<file path="src/rtl/keypad_pkg.sv">
// rtl/keypad_pkg.sv - shared types and constants for the keypad hex entry block
//
// Purpose : state and scan-result encodings, key map and default timing
//           constants used by keypad_scanner and keypad_hex_entry.
// Ports   : none (package).
package keypad_pkg;

   localparam int SCAN_DIV_DEFAULT       = 10000;
   localparam int DEBOUNCE_SCANS_DEFAULT = 4;

   typedef enum logic [1:0] {
      S_IDLE     = 2'd0,
      S_DEBOUNCE = 2'd1,
      S_HELD     = 2'd2,
      S_RELEASE  = 2'd3
   } state_t;

   // Number of keys seen during one full scan; MULTI means "more than one".
   typedef enum logic [1:0] {
      NKEYS_NONE  = 2'd0,
      NKEYS_ONE   = 2'd1,
      NKEYS_MULTI = 2'd2
   } nkeys_t;

   // Hex code per key, indexed {row, col}; row 0 is the top row.
   // Bottom row: '*' -> E, '0' -> 0, '#' -> F, 'D' -> D.
   localparam logic [3:0] KEY_MAP [16] = '{
      4'h1, 4'h2, 4'h3, 4'hA,
      4'h4, 4'h5, 4'h6, 4'hB,
      4'h7, 4'h8, 4'h9, 4'hC,
      4'hE, 4'h0, 4'hF, 4'hD
   };

   function automatic logic [3:0] key_lookup(input logic [1:0] row, input logic [1:0] col);
      return KEY_MAP[{row, col}];
   endfunction

endpackage

</file>
<file path="src/rtl/keypad_hex_entry_if.sv">
// rtl/keypad_hex_entry_if.sv - keypad pins and digit-entry outputs of keypad_hex_entry
//
// Purpose : bundles the keypad matrix lines, the clear input and the entry
//           outputs. Names carry the direction as seen by keypad_hex_entry.
// Signals : i_rows[3:0]     keypad rows, active-low, asynchronous
//           i_clear         synchronous clear of the entry register
//           o_cols[3:0]     column drive, one bit low at a time
//           o_value[15:0]   entered digits, newest in [3:0]
//           o_key_code[3:0] code of the most recently accepted key
//           o_key_valid     one-cycle pulse per accepted key
// Modports: slave  - keypad_hex_entry side
//           master - keypad / system side
interface keypad_hex_entry_if;

   logic [3:0]  i_rows;
   logic        i_clear;
   logic [3:0]  o_cols;
   logic [15:0] o_value;
   logic [3:0]  o_key_code;
   logic        o_key_valid;

   modport slave (
      input  i_rows,
      input  i_clear,
      output o_cols,
      output o_value,
      output o_key_code,
      output o_key_valid
   );

   modport master (
      output i_rows,
      output i_clear,
      input  o_cols,
      input  o_value,
      input  o_key_code,
      input  o_key_valid
   );

endinterface

</file>
<file path="src/rtl/keypad_scanner.sv">
// rtl/keypad_scanner.sv - 4x4 keypad column scanner with per-scan key summary
//
// Purpose : synchronises the row lines, drives one column low per slot of
//           SCAN_DIV clocks, samples the rows at the end of each slot and,
//           after the column-3 sample, reports how many keys were down and
//           the code of the single key (if exactly one).
// Ports   : i_clk          system clock
//           i_rst_n        asynchronous active-low reset
//           i_rows[3:0]    raw keypad rows, active-low
//           o_cols[3:0]    column drive, ~(1 << index)
//           o_scan_done    one-cycle strobe after the column-3 sample
//           o_nkeys        keys seen in the completed scan (valid with o_scan_done)
//           o_code[3:0]    key code when o_nkeys == NKEYS_ONE
module keypad_scanner
   import keypad_pkg::*;
#(
   parameter int SCAN_DIV = SCAN_DIV_DEFAULT
)
(
   input  logic       i_clk,
   input  logic       i_rst_n,
   input  logic [3:0] i_rows,
   output logic [3:0] o_cols,
   output logic       o_scan_done,
   output nkeys_t     o_nkeys,
   output logic [3:0] o_code
);

   localparam int            PW         = (SCAN_DIV > 1) ? $clog2(SCAN_DIV) : 1;
   localparam logic [PW-1:0] PRESC_LAST = PW'(SCAN_DIV - 1);

   logic [3:0]    r_rows_meta;
   logic [3:0]    r_rows_sync;
   logic [PW-1:0] r_presc;
   logic [1:0]    r_col;
   logic [3:0]    r_cols;
   nkeys_t        r_acc_n;
   logic [3:0]    r_acc_code;
   logic          r_scan_done;
   nkeys_t        r_nkeys;
   logic [3:0]    r_code;

   logic          w_slot_end;
   logic [2:0]    w_hits;
   logic [3:0]    w_slot_code;
   nkeys_t        w_base_n;
   nkeys_t        w_next_n;
   logic [3:0]    w_next_code;

   assign w_slot_end = (r_presc == PRESC_LAST);

   // Rows pulled low in the current column; the code only matters when one is low.
   always_comb begin
      w_hits      = 3'd0;
      w_slot_code = 4'h0;
      for (int r = 3; r >= 0; r--) begin
         if (!r_rows_sync[r]) begin
            w_hits      = w_hits + 3'd1;
            w_slot_code = key_lookup(2'(r), r_col);
         end
      end
   end

   // Merge this slot into the running scan total; column 0 starts a fresh scan.
   always_comb begin
      w_base_n    = (r_col == 2'd0) ? NKEYS_NONE : r_acc_n;
      w_next_n    = w_base_n;
      w_next_code = r_acc_code;
      if (w_hits > 3'd1) begin
         w_next_n = NKEYS_MULTI;
      end else if (w_hits == 3'd1) begin
         if (w_base_n == NKEYS_NONE) begin
            w_next_n    = NKEYS_ONE;
            w_next_code = w_slot_code;
         end else begin
            w_next_n = NKEYS_MULTI;
         end
      end
   end

   always_ff @(posedge i_clk or negedge i_rst_n) begin
      if (!i_rst_n) begin
         r_rows_meta <= 4'hF;
         r_rows_sync <= 4'hF;
         r_presc     <= '0;
         r_col       <= 2'd0;
         r_cols      <= 4'b1110;
         r_acc_n     <= NKEYS_NONE;
         r_acc_code  <= 4'h0;
         r_scan_done <= 1'b0;
         r_nkeys     <= NKEYS_NONE;
         r_code      <= 4'h0;
      end else begin
         r_rows_meta <= i_rows;
         r_rows_sync <= r_rows_meta;
         r_scan_done <= 1'b0;
         if (w_slot_end) begin
            r_presc    <= '0;
            r_col      <= r_col + 2'd1;
            r_cols     <= ~(4'b0001 << (r_col + 2'd1));
            r_acc_n    <= w_next_n;
            r_acc_code <= w_next_code;
            if (r_col == 2'd3) begin
               r_scan_done <= 1'b1;
               r_nkeys     <= w_next_n;
               r_code      <= w_next_code;
            end
         end else begin
            r_presc <= r_presc + PW'(1);
         end
      end
   end

   assign o_cols      = r_cols;
   assign o_scan_done = r_scan_done;
   assign o_nkeys     = r_nkeys;
   assign o_code      = r_code;

endmodule

</file>
<file path="src/rtl/keypad_hex_entry.sv">
// rtl/keypad_hex_entry.sv - debounced 4x4 keypad to 16-bit hex entry register
//
// Purpose : debounces the per-scan results from keypad_scanner, emits one
//           key_valid pulse per accepted press and shifts the digit into a
//           16-bit value (newest digit in [3:0]).
// Ports   : i_clk    system clock (10 MHz)
//           i_rst_n  asynchronous active-low reset
//           kp_bus   keypad_hex_entry_if.slave (rows, clear, cols, value,
//                    key_code, key_valid)
module keypad_hex_entry
   import keypad_pkg::*;
#(
   parameter int SCAN_DIV       = SCAN_DIV_DEFAULT,
   parameter int DEBOUNCE_SCANS = DEBOUNCE_SCANS_DEFAULT
)
(
   input  logic                  i_clk,
   input  logic                  i_rst_n,
   keypad_hex_entry_if.slave     kp_bus
);

   localparam logic [3:0] DEB_LAST = 4'(DEBOUNCE_SCANS);

   state_t      r_state;
   logic [3:0]  r_cnt;
   logic [3:0]  r_cand;
   logic [3:0]  r_key_code;
   logic        r_key_valid;
   logic [15:0] r_value;

   logic [3:0]  w_cols;
   logic        w_scan_done;
   nkeys_t      w_nkeys;
   logic [3:0]  w_code;

   state_t      w_state_nxt;
   logic [3:0]  w_cnt_nxt;
   logic [3:0]  w_cand_nxt;
   logic        w_accept;
   logic [3:0]  w_accept_code;

   keypad_scanner #(
      .SCAN_DIV (SCAN_DIV)
   ) u_scanner (
      .i_clk       (i_clk),
      .i_rst_n     (i_rst_n),
      .i_rows      (kp_bus.i_rows),
      .o_cols      (w_cols),
      .o_scan_done (w_scan_done),
      .o_nkeys     (w_nkeys),
      .o_code      (w_code)
   );

   // The FSM only moves on a completed scan.
   always_comb begin
      w_state_nxt   = r_state;
      w_cnt_nxt     = r_cnt;
      w_cand_nxt    = r_cand;
      w_accept      = 1'b0;
      w_accept_code = r_cand;
      if (w_scan_done) begin
         case (r_state)
            S_IDLE: begin
               if (w_nkeys == NKEYS_ONE) begin
                  w_cand_nxt = w_code;
                  if (DEB_LAST <= 4'd1) begin
                     // Single-scan debounce accepts on the first sighting.
                     w_accept      = 1'b1;
                     w_accept_code = w_code;
                     w_state_nxt   = S_HELD;
                     w_cnt_nxt     = 4'd0;
                  end else begin
                     w_state_nxt = S_DEBOUNCE;
                     w_cnt_nxt   = 4'd1;
                  end
               end
            end
            S_DEBOUNCE: begin
               if (w_nkeys == NKEYS_ONE && w_code == r_cand) begin
                  if (r_cnt + 4'd1 >= DEB_LAST) begin
                     w_accept    = 1'b1;
                     w_state_nxt = S_HELD;
                     w_cnt_nxt   = 4'd0;
                  end else begin
                     w_cnt_nxt = r_cnt + 4'd1;
                  end
               end else begin
                  w_state_nxt = S_IDLE;
                  w_cnt_nxt   = 4'd0;
               end
            end
            S_HELD: begin
               if (w_nkeys == NKEYS_NONE) begin
                  if (DEB_LAST <= 4'd1) begin
                     w_state_nxt = S_IDLE;
                     w_cnt_nxt   = 4'd0;
                  end else begin
                     w_state_nxt = S_RELEASE;
                     w_cnt_nxt   = 4'd1;
                  end
               end
            end
            S_RELEASE: begin
               if (w_nkeys == NKEYS_NONE) begin
                  if (r_cnt + 4'd1 >= DEB_LAST) begin
                     w_state_nxt = S_IDLE;
                     w_cnt_nxt   = 4'd0;
                  end else begin
                     w_cnt_nxt = r_cnt + 4'd1;
                  end
               end else begin
                  // Release bounce: back to held without a new event.
                  w_state_nxt = S_HELD;
                  w_cnt_nxt   = 4'd0;
               end
            end
            default: begin
               w_state_nxt = S_IDLE;
               w_cnt_nxt   = 4'd0;
            end
         endcase
      end
   end

   always_ff @(posedge i_clk or negedge i_rst_n) begin
      if (!i_rst_n) begin
         r_state     <= S_IDLE;
         r_cnt       <= 4'd0;
         r_cand      <= 4'h0;
         r_key_code  <= 4'h0;
         r_key_valid <= 1'b0;
         r_value     <= 16'h0000;
      end else begin
         r_state     <= w_state_nxt;
         r_cnt       <= w_cnt_nxt;
         r_cand      <= w_cand_nxt;
         r_key_valid <= w_accept;
         if (w_accept) begin
            r_key_code <= w_accept_code;
         end
         // Clear wins over the old contents but still keeps a same-cycle digit.
         if (kp_bus.i_clear) begin
            r_value <= w_accept ? {12'h000, w_accept_code} : 16'h0000;
         end else if (w_accept) begin
            r_value <= {r_value[11:0], w_accept_code};
         end
      end
   end

   assign kp_bus.o_cols      = w_cols;
   assign kp_bus.o_value     = r_value;
   assign kp_bus.o_key_code  = r_key_code;
   assign kp_bus.o_key_valid = r_key_valid;

endmodule
</file>
<file path="src/flat_wrapper.sv">
// flat-port wrapper written by rule: the top's interface ports become plain ports
module keypad_hex_entry_flat import keypad_pkg::*;
#(
   parameter int SCAN_DIV       = SCAN_DIV_DEFAULT,
   parameter int DEBOUNCE_SCANS = DEBOUNCE_SCANS_DEFAULT
)
  (i_clk, i_rst_n, kp_bus_i_rows, kp_bus_i_clear, kp_bus_o_cols, kp_bus_o_value, kp_bus_o_key_code, kp_bus_o_key_valid);
  keypad_hex_entry_if kp_bus_i ();
  input  logic i_clk;
  input  logic i_rst_n;
  input wire logic [$bits(kp_bus_i.i_rows)-1:0] kp_bus_i_rows;
  input wire logic [$bits(kp_bus_i.i_clear)-1:0] kp_bus_i_clear;
  output wire logic [$bits(kp_bus_i.o_cols)-1:0] kp_bus_o_cols;
  output wire logic [$bits(kp_bus_i.o_value)-1:0] kp_bus_o_value;
  output wire logic [$bits(kp_bus_i.o_key_code)-1:0] kp_bus_o_key_code;
  output wire logic [$bits(kp_bus_i.o_key_valid)-1:0] kp_bus_o_key_valid;
  assign kp_bus_i.i_rows = kp_bus_i_rows;
  assign kp_bus_i.i_clear = kp_bus_i_clear;
  assign kp_bus_o_cols = kp_bus_i.o_cols;
  assign kp_bus_o_value = kp_bus_i.o_value;
  assign kp_bus_o_key_code = kp_bus_i.o_key_code;
  assign kp_bus_o_key_valid = kp_bus_i.o_key_valid;
  keypad_hex_entry #(.SCAN_DIV(SCAN_DIV), .DEBOUNCE_SCANS(DEBOUNCE_SCANS)) u_core (.i_clk(i_clk), .i_rst_n(i_rst_n), .kp_bus(kp_bus_i));
endmodule
</file>
<file path="config.mk">
export PLATFORM = sky130hd
export DESIGN_NAME = keypad_hex_entry_flat
export DESIGN_NICKNAME = d
export VERILOG_FILES = /design/src/rtl/keypad_pkg.sv /design/src/rtl/keypad_hex_entry_if.sv /design/src/rtl/keypad_scanner.sv /design/src/rtl/keypad_hex_entry.sv /design/src/flat_wrapper.sv
export SDC_FILE = /design/constraint.sdc
export NUM_CORES = 1
export LEC_CHECK = 0
export CORE_ASPECT_RATIO = 1.4
export CORE_MARGIN = 2
export CORE_UTILIZATION = 61
export CTS_CLUSTER_SIZE = 14
export DETAILED_ROUTE_END_ITERATION = 8
export PLACE_DENSITY = 0.88
export SYNTH_ARGS = -nofsm -noshare
export SYNTH_HDL_FRONTEND = slang
export SYNTH_SLANG_ARGS = --single-unit
</file>
<file path="constraint.sdc">
create_clock -name i_clk -period 5 [get_ports i_clk]
set_input_delay 0.75 -clock i_clk [delete_from_list [all_inputs] [get_ports i_clk]]
set_output_delay 0.75 -clock i_clk [all_outputs]
set_load 0.05 [all_outputs]
</file>
==> impl_metrics.csv, run 1 <==
group,metric,value,unit
critical_path,critPathRequiredTime,5210,ps
worst_hold_path,hold_path.class,"reg2reg",
synth,synth_edf_count,0,
cells_and_area,syn2layout_area_growth,18.0,%
clock_network,cts_tree,"yes",
clock_network,cts_hold_buf,0,
global_routing,grt.overflow.total,0,
placed_design,place_inst,398,
global_routing,use_met2,40.7,%
critical_path,r2r_slack,2200,ps
synth,yosysWarnings,0,
clock_network,cts.repair.resized,0,
timing,finalHoldViolations,0,
timing,fin_tns_setup,0,ps
route,drt_iter0_drc,130,
cells_and_area,seqCellArea,1820,um2
synth,synth_cell_types,45,
route,wl,6.17,mm
clock_network,path_clk_slew,70,ps
placed_design,dpl.hpwl,4.22,mm
floorplanning,num_rows,31,
worst_hold_path,hp-start,"u_core.u_scanner.r_rows_meta[0]",
critical_path,crit_path_end_kind,"flop",
clock_network,htree_levels,3,
timing,max_clock_freq,0.358,GHz
timing,whs,358,ps
clock_network,root_buffer,"clkbuf_8",
route,via_per_inst,5.71,
clock_network,clk_path_buf_depth,2,
global_routing,grt_usage,24.2,%
timing,layout_setup_ws,2200,ps
cells_and_area,drive_gt1_share,12.6,%
worst_hold_path,hold_depth,0,
cells_and_area,final_core_util,75.0,%
critical_path,rr_worst_depth,9,
global_routing,first_global_vias,2449,
status,status,"completed",
pwr,ir_worst_vdd,342,uV
clock_network,clk_latency,340,ps
synth,synth.avg_cell_area,10.7,um2
timing,fin_crit,2800,ps
placed_design,io_buffer_count,31,
pwr,power.density,298,nW/um2
cells_and_area,final.fill_count,373,
timing,worst_slew_pin_slew,959,ps
synth,syn_nets,328,
critical_path,cp_max_fo,7,
route,drc,0,
synth,ys_async_sr_fraction,100,%
timing,skew,8.67,ps
floorplanning,io_pins,32,
timing,fin_crit_sh,55.9,%
cells_and_area,multi_input_area,1420,um2
synth,ys_seq_area_share,55.0,%
synth,ys_ff_latch,72,
critical_path,cp.arrival,3010,ps
critical_path,r2r_end,"u_core.u_scanner.o_code[0]",
placed_design,preCtsSetupSlack,2260,ps
global_routing,antenna_found_initial,0,
timing,drv_slew,0,
synth,synth_flop_cell,"dfrtp_1",
global_routing,grt_pass1_wl,11.0,mm
global_routing,gr-usage-met1,28.5,%
worst_hold_path,holdPathEnd,"u_core.u_scanner.r_rows_sync[0]",
critical_path,worstSetupPathType,"reg2reg",
global_routing,grt_max_degree,47,
route,vias,2364,
route,firstDrtPassIters,4,
critical_path,r2r-start,"u_core.u_scanner.r_rows_sync[2]",
run,drv_cap,0,
cells_and_area,fin_cells,414,
floorplanning,die_w,66.2,um
synth,synthCells,309,
route,ant_nets,0,
floorplanning,start_util,63.6,%
placed_design,globalplace.congestion,0.808,
cells_and_area,nNetsFinal,362,
pwr,p_leak,1.80,nW
global_routing,use_met3,6.69,%
route,wl_per_cell,14.9,um
cells_and_area,antenna_cells,0,
synth,synth.cell_area,3300,um2
global_routing,busiest_layer,"met2",
timing,rsz0062_at_grt,"no",
critical_path,crit_path_start_kind,"flop",
floorplanning,die_h,91.1,um
timing,setup-violations-final,0,
floorplanning,core_area,5200,um2
clock_network,cts_sinks,72,
timing,maxSlewHeadroom,36.1,%
clock_network,cts_buffers,9,
floorplanning,die_area,6030,um2
clock_network,cts_setup_buffers,0,
-- logic make-up after synthesis --
logic type / synth area share, %
AO/OA/AOI/OAI: 9.66
XOR/XNOR: 6.29
adder cells (fa/ha/maj): 4.55
buffers and inverters: 1.97
flip-flops: 55.0
multiplexers: 4.96
AND/OR/NAND/NOR: 17.6
-- placed cells by master, fill, tap and decap left out, types with 2 or more instances in the layout --
master	instances
a21oi_1	15
a22o_1	6
a31oi_1	4
and2_1	5
and3_1	4
buf_4	2
bufinv_16	2
clkbuf_8	11
clkdlybuf4s50_1	30
clkinv_2	2
dfrtp_1	61
dfstp_2	11
ha_1	12
inv_1	7
mux2_1	4
mux2_2	7
mux2i_1	4
nand2_1	64
nand2b_1	2
nand3_1	7
nand3b_1	4
nand4_1	2
nor2_1	18
nor3_1	4
o21a_1	2
o21ai_0	13
o21ai_1	2
o22ai_1	2
or4b_4	2
xnor2_1	7
xor2_1	14
-- cells in the mapped netlist (2+ instances only) --
cell | number | share of area [%]
nand2b_1 | 2 | 0.38
clkbuf_1 | 8 | 0.91
a22o_1 | 6 | 1.6
nand3_1 | 7 | 1.1
nand4_1 | 2 | 0.38
or4b_4 | 2 | 0.83
mux2_2 | 7 | 2.4
nand2_1 | 64 | 7.3
o21ai_0 | 13 | 2.0
and2_1 | 5 | 0.95
xnor2_1 | 7 | 1.9
a31oi_1 | 4 | 0.76
o22ai_1 | 2 | 0.38
and3_1 | 4 | 0.76
mux2i_1 | 4 | 1.2
dfstp_2 | 11 | 8.8
nor3_1 | 4 | 0.61
mux2_1 | 4 | 1.4
nand3b_1 | 4 | 0.91
o21ai_1 | 2 | 0.30
o21a_1 | 2 | 0.45
xor2_1 | 14 | 3.7
nor2_1 | 18 | 2.0
ha_1 | 12 | 4.5
a21oi_1 | 15 | 2.3
dfrtp_1 | 61 | 46
inv_1 | 7 | 0.80
-- registers in the layout (all words and copies together) (netlist names), 4 cells and up --
name,flops
u_core.u_scanner.o_cols,4
u_core.u_scanner.r_rows_sync,4
u_core.kp_bus.o_value,16
u_core.u_scanner.r_presc,14
u_core.kp_bus.o_key_code,4
u_core.u_scanner.o_code,4
u_core.u_scanner.r_rows_meta,4
u_core.r_cnt,4
u_core.r_cand,4
u_core.u_scanner.r_acc_code,4
-- layer usage --
metal / wire length, um / vias to the layer above / part of all wire [%]
met3: 226 / 9 / 3.7
met4: 108 / 0 / 1.8
met5: 0 / - / 0
met1: 2420 / 1168 / 39
li1: - / 1127 / -
met2: 3420 / 60 / 55
-- critical path, stage by stage, from the launching register on --
cell     delay, ps
dfstp_2        600
inv_1           70
ha_1           340
xnor2_1        180
ha_1           250
nor2_1         100
a31oi_1        110
nor3_1         670
mux2i_1        270
o21ai_0         90
-- cell type report --
cell class / count / area share, %
clock buffer: 11 / 3.88
timing repair buffer: 33 / 8.22
tap: 66 / 2.12
multi-input combinational: 220 / 36.5
inverter: 7 / 0.674
sequential: 72 / 46.6
clock inverter: 5 / 2.02
-- through the flow --
stage,total power (W),area (um2)
2_1_floorplan,0.000632,3300
3_3_place_gp,0.000653,3670
3_5_place_dp,0.000656,3670
4_1_cts,0.00117,3900
5_1_grt,0.00120,3900
6_report,0.00116,3900
-- how the worst max path moves through the flow --
| stage | start | end | slack, ps | depth (start not counted) |
|---|---|---|---|---|
| 5_1_grt | u_core.u_scanner.r_rows_sync[2] | u_core.u_scanner.o_code[1] | 1940 | 9 |
| 4_1_cts | u_core.u_scanner.r_rows_sync[2] | u_core.u_scanner.o_code[1] | 2200 | 9 |
| 2_1_floorplan | u_core.u_scanner.r_rows_sync[2] | u_core.u_scanner.o_code[0] | 2540 | 9 |
| 6_report | u_core.u_scanner.r_rows_sync[2] | u_core.u_scanner.o_code[0] | 2200 | 9 |
| 3_5_place_dp | u_core.u_scanner.r_rows_sync[2] | u_core.u_scanner.o_code[1] | 2260 | 9 |
| 3_3_place_gp | u_core.u_scanner.r_rows_sync[2] | u_core.u_scanner.o_code[2] | 2370 | 9 |
-- power by group --
| part | leakage, nW | switching, W | internal, W | total, W |
|---|---|---|---|---|
| clock network | 0.119 | 0.000210 | 0.000307 | 0.000517 |
| logic | 0.730 | 0.0000322 | 0.0000201 | 0.0000523 |
| registers | 0.953 | 0.00000426 | 0.000588 | 0.000592 |
| total | 1.80 | 0.000246 | 0.000916 | 0.00116 |
No activity file was read; power rests on OpenSTA's default activity.
==> inputs of run 2 (changes only) <==
--- a/config.mk
+++ b/config.mk
@@ -7,10 +7,10 @@
 export LEC_CHECK = 0
 export CORE_ASPECT_RATIO = 1.4
 export CORE_MARGIN = 2
-export CORE_UTILIZATION = 61
+export CORE_UTILIZATION = 57
 export CTS_CLUSTER_SIZE = 14
 export DETAILED_ROUTE_END_ITERATION = 8
-export PLACE_DENSITY = 0.88
+export PLACE_DENSITY = 0.84
 export SYNTH_ARGS = -nofsm -noshare
 export SYNTH_HDL_FRONTEND = slang
 export SYNTH_SLANG_ARGS = --single-unit
==> constraint.sdc (replaced) <==
create_clock -name i_clk -period 2.8 [get_ports i_clk]
set_input_delay 0.42 -clock i_clk [delete_from_list [all_inputs] [get_ports i_clk]]
set_output_delay 0.42 -clock i_clk [all_outputs]
set_load 0.05 [all_outputs]
==> run 2 against run 1 <==
  * Worst hold slack got worse by 270 ps
  * First-iteration DRC count increased by 25%
  * Critical path depth decreased by 1
  * Wire length decreased by 5.6%
  * Power increased by 72%
  * Die area increased by 6.6%
  * Register-to-register slack got worse by 1900 ps
  * Highest routed layer unchanged
  * Global-route usage decreased by 2.9 points
  * Combinational power increased by 81%
  * Sequential power increased by 79%
==> impl_metrics.csv, run 2 (synthesis gave the netlist of run 1 again) <==
group,metric,value,unit
floorplanning,start_util,59.4,%
clock_network,htree_levels,3,
pwr,power.density,512,nW/um2
critical_path,slowest_delay,590,ps
route,drt_iter0_drc,162,
clock_network,cts_buffers,9,
floorplanning,die_area,6430,um2
timing,layout_setup_ws,296,ps
clock_network,clk_latency,340,ps
cells_and_area,final_cell_mix,"nand2_1 (64), dfrtp_1 (61), clkdlybuf4s50_1 (30), nor2_1 (18), a21oi_1 (15)",
route,via_per_inst,5.62,
clock_network,path_clk_slew,70,ps
clock_network,cts.repair.resized,0,
clock_network,cts_hold_buf,0,
placed_design,dpl.hpwl,3.98,mm
critical_path,cp_common_cell,"ha_1",
global_routing,first_global_vias,2297,
route,vias,2348,
floorplanning,die_w,68.3,um
clock_network,cts_tree,"yes",
floorplanning,io_pins,32,
timing,drv_slew,0,
placed_design,placed_area,3700,um2
placed_design,globalplace.congestion,0.817,
timing,worst_slew_pin_slew,561,ps
placed_design,preCtsSetupSlack,64.6,ps
timing,fin_crit,2500,ps
critical_path,cp_max_fo,7,
timing,fin_crit_sh,89.4,%
critical_path,crit_chain,"inv_1 -> ha_1 -> xnor2_1 -> ha_1 -> nor2_1 -> a31oi_1 -> nor4_4 -> mux2_1",
global_routing,grt.overflow.total,0,
cells_and_area,nNetsFinal,365,
global_routing,antenna_found_initial,0,
global_routing,grt_pass1_wl,10.1,mm
worst_hold_path,hold_path.class,"in2async",
timing,fin_tns_setup,0,ps
route,drc,0,
global_routing,grt_usage,21.3,%
timing,skew,8.01,ps
global_routing,grt_max_degree,73,
critical_path,crit_path_start_kind,"flop",
route,wl,5.83,mm
timing,rsz0062_at_grt,"no",
status,status,"completed",
critical_path,crit_slowest_cell,"dfstp_2",
placed_design,io_buffer_count,31,
critical_path,critPathRequiredTime,3020,ps
critical_path,worstSetupPathType,"reg2reg",
clock_network,clk_path_buf_depth,2,
route,firstDrtPassIters,4,
cells_and_area,final.fill_count,419,
cells_and_area,final_cell_area,3910,um2
cells_and_area,largest_reg_flops,16,
cells_and_area,syn2layout_area_growth,18.4,%
run,drv_cap,0,
route,wl_per_cell,13.9,um
cells_and_area,drive_gt1_share,12.9,%
floorplanning,die_h,94.1,um
cells_and_area,seqCellArea,1820,um2
clock_network,cts_setup_buffers,0,
pwr,p_total,0.00200,W
timing,maxSlewHeadroom,62.3,%
timing,finalHoldViolations,0,
cells_and_area,multi_input_area,1430,um2
cells_and_area,antenna_cells,0,
clock_network,root_buffer,"clkbuf_8",
timing,max_clock_freq,0.399,GHz
cells_and_area,layout_commonest_cell,"nand2_1",
clock_network,cts_sinks,72,
pwr,ir_worst_vdd,705,uV
floorplanning,num_rows,32,
critical_path,cp.arrival,2720,ps
critical_path,crit_path_end_kind,"flop",
timing,setup-violations-final,0,
route,ant_nets,0,
floorplanning,core_area,5570,um2
pwr,p_leak,1.81,nW
==> run 2: cell types whose count changed in the layout (fill, tap and decap cells not counted), sizes merged <==
cell	delta
buf	+3
clkinv	-1
==> run 2: path summary, 6_finish.rpt <==
path,start,end,slack (ps),cells after the start
worst min register to register,u_core.u_scanner.r_rows_meta[2],u_core.u_scanner.r_rows_sync[2],350,0
min in group i_clk,u_core.u_scanner.r_rows_meta[2],u_core.u_scanner.r_rows_sync[2],350,0
worst max register to register,u_core.u_scanner.r_rows_sync[2],u_core.u_scanner.r_acc_code[2],300,8
worst min-delay path,i_rst_n,u_core.kp_bus.o_value[15],90,2
worst max-delay path,u_core.u_scanner.r_rows_sync[2],u_core.u_scanner.r_acc_code[2],300,8
max in group asynchronous,i_rst_n,u_core.u_scanner.r_rows_meta[2],2390,2
==> run 2: final cells by class <==
type	instances	area share, %
flip-flops and latches	72	46.4
multi-input cells	220	36.5
repair buffers	36	9.09
clock buffers	11	3.36
well taps	68	2.18
clock inverters	4	1.79
inverters	7	0.672
==> run 2: layer usage <==
layer | track usage, % | routed length [um]
met4 | 9.00 | 98
met5 | 0 | 0
met1 | 24.2 | 2430
met2 | 37.0 | 3100
met3 | 5.16 | 194
==> run 2: worst max-delay path: cells and delay by family, from the launching register on <==
| family | cells | cell delay, ps |
|---|---|---|
| buf+inv | 1 | 60 |
| xor+xnor | 1 | 170 |
| fa+ha+maj | 2 | 570 |
| simple gates | 2 | 510 |
| mux | 1 | 370 |
| flops | 1 | 590 |
| compound gates | 1 | 110 |
==> run 2: per-stage QoR <==
stage	std cells	hold WS, ps	utilization [%]
finish	418	91.0	70.3
global placement	403	345	66.6
global route	418	112	70.3
detailed placement	403	347	66.6
CTS	418	99.4	70.2
floorplan	309	124	-
==> run 2: power by group <==
group | total [W] | internal, W | switching, W
Clock | 0.000850 | 0.000494 | 0.000356
Sequential | 0.00106 | 0.00105 | 0.00000802
Combinational | 0.0000946 | 0.0000382 | 0.0000564
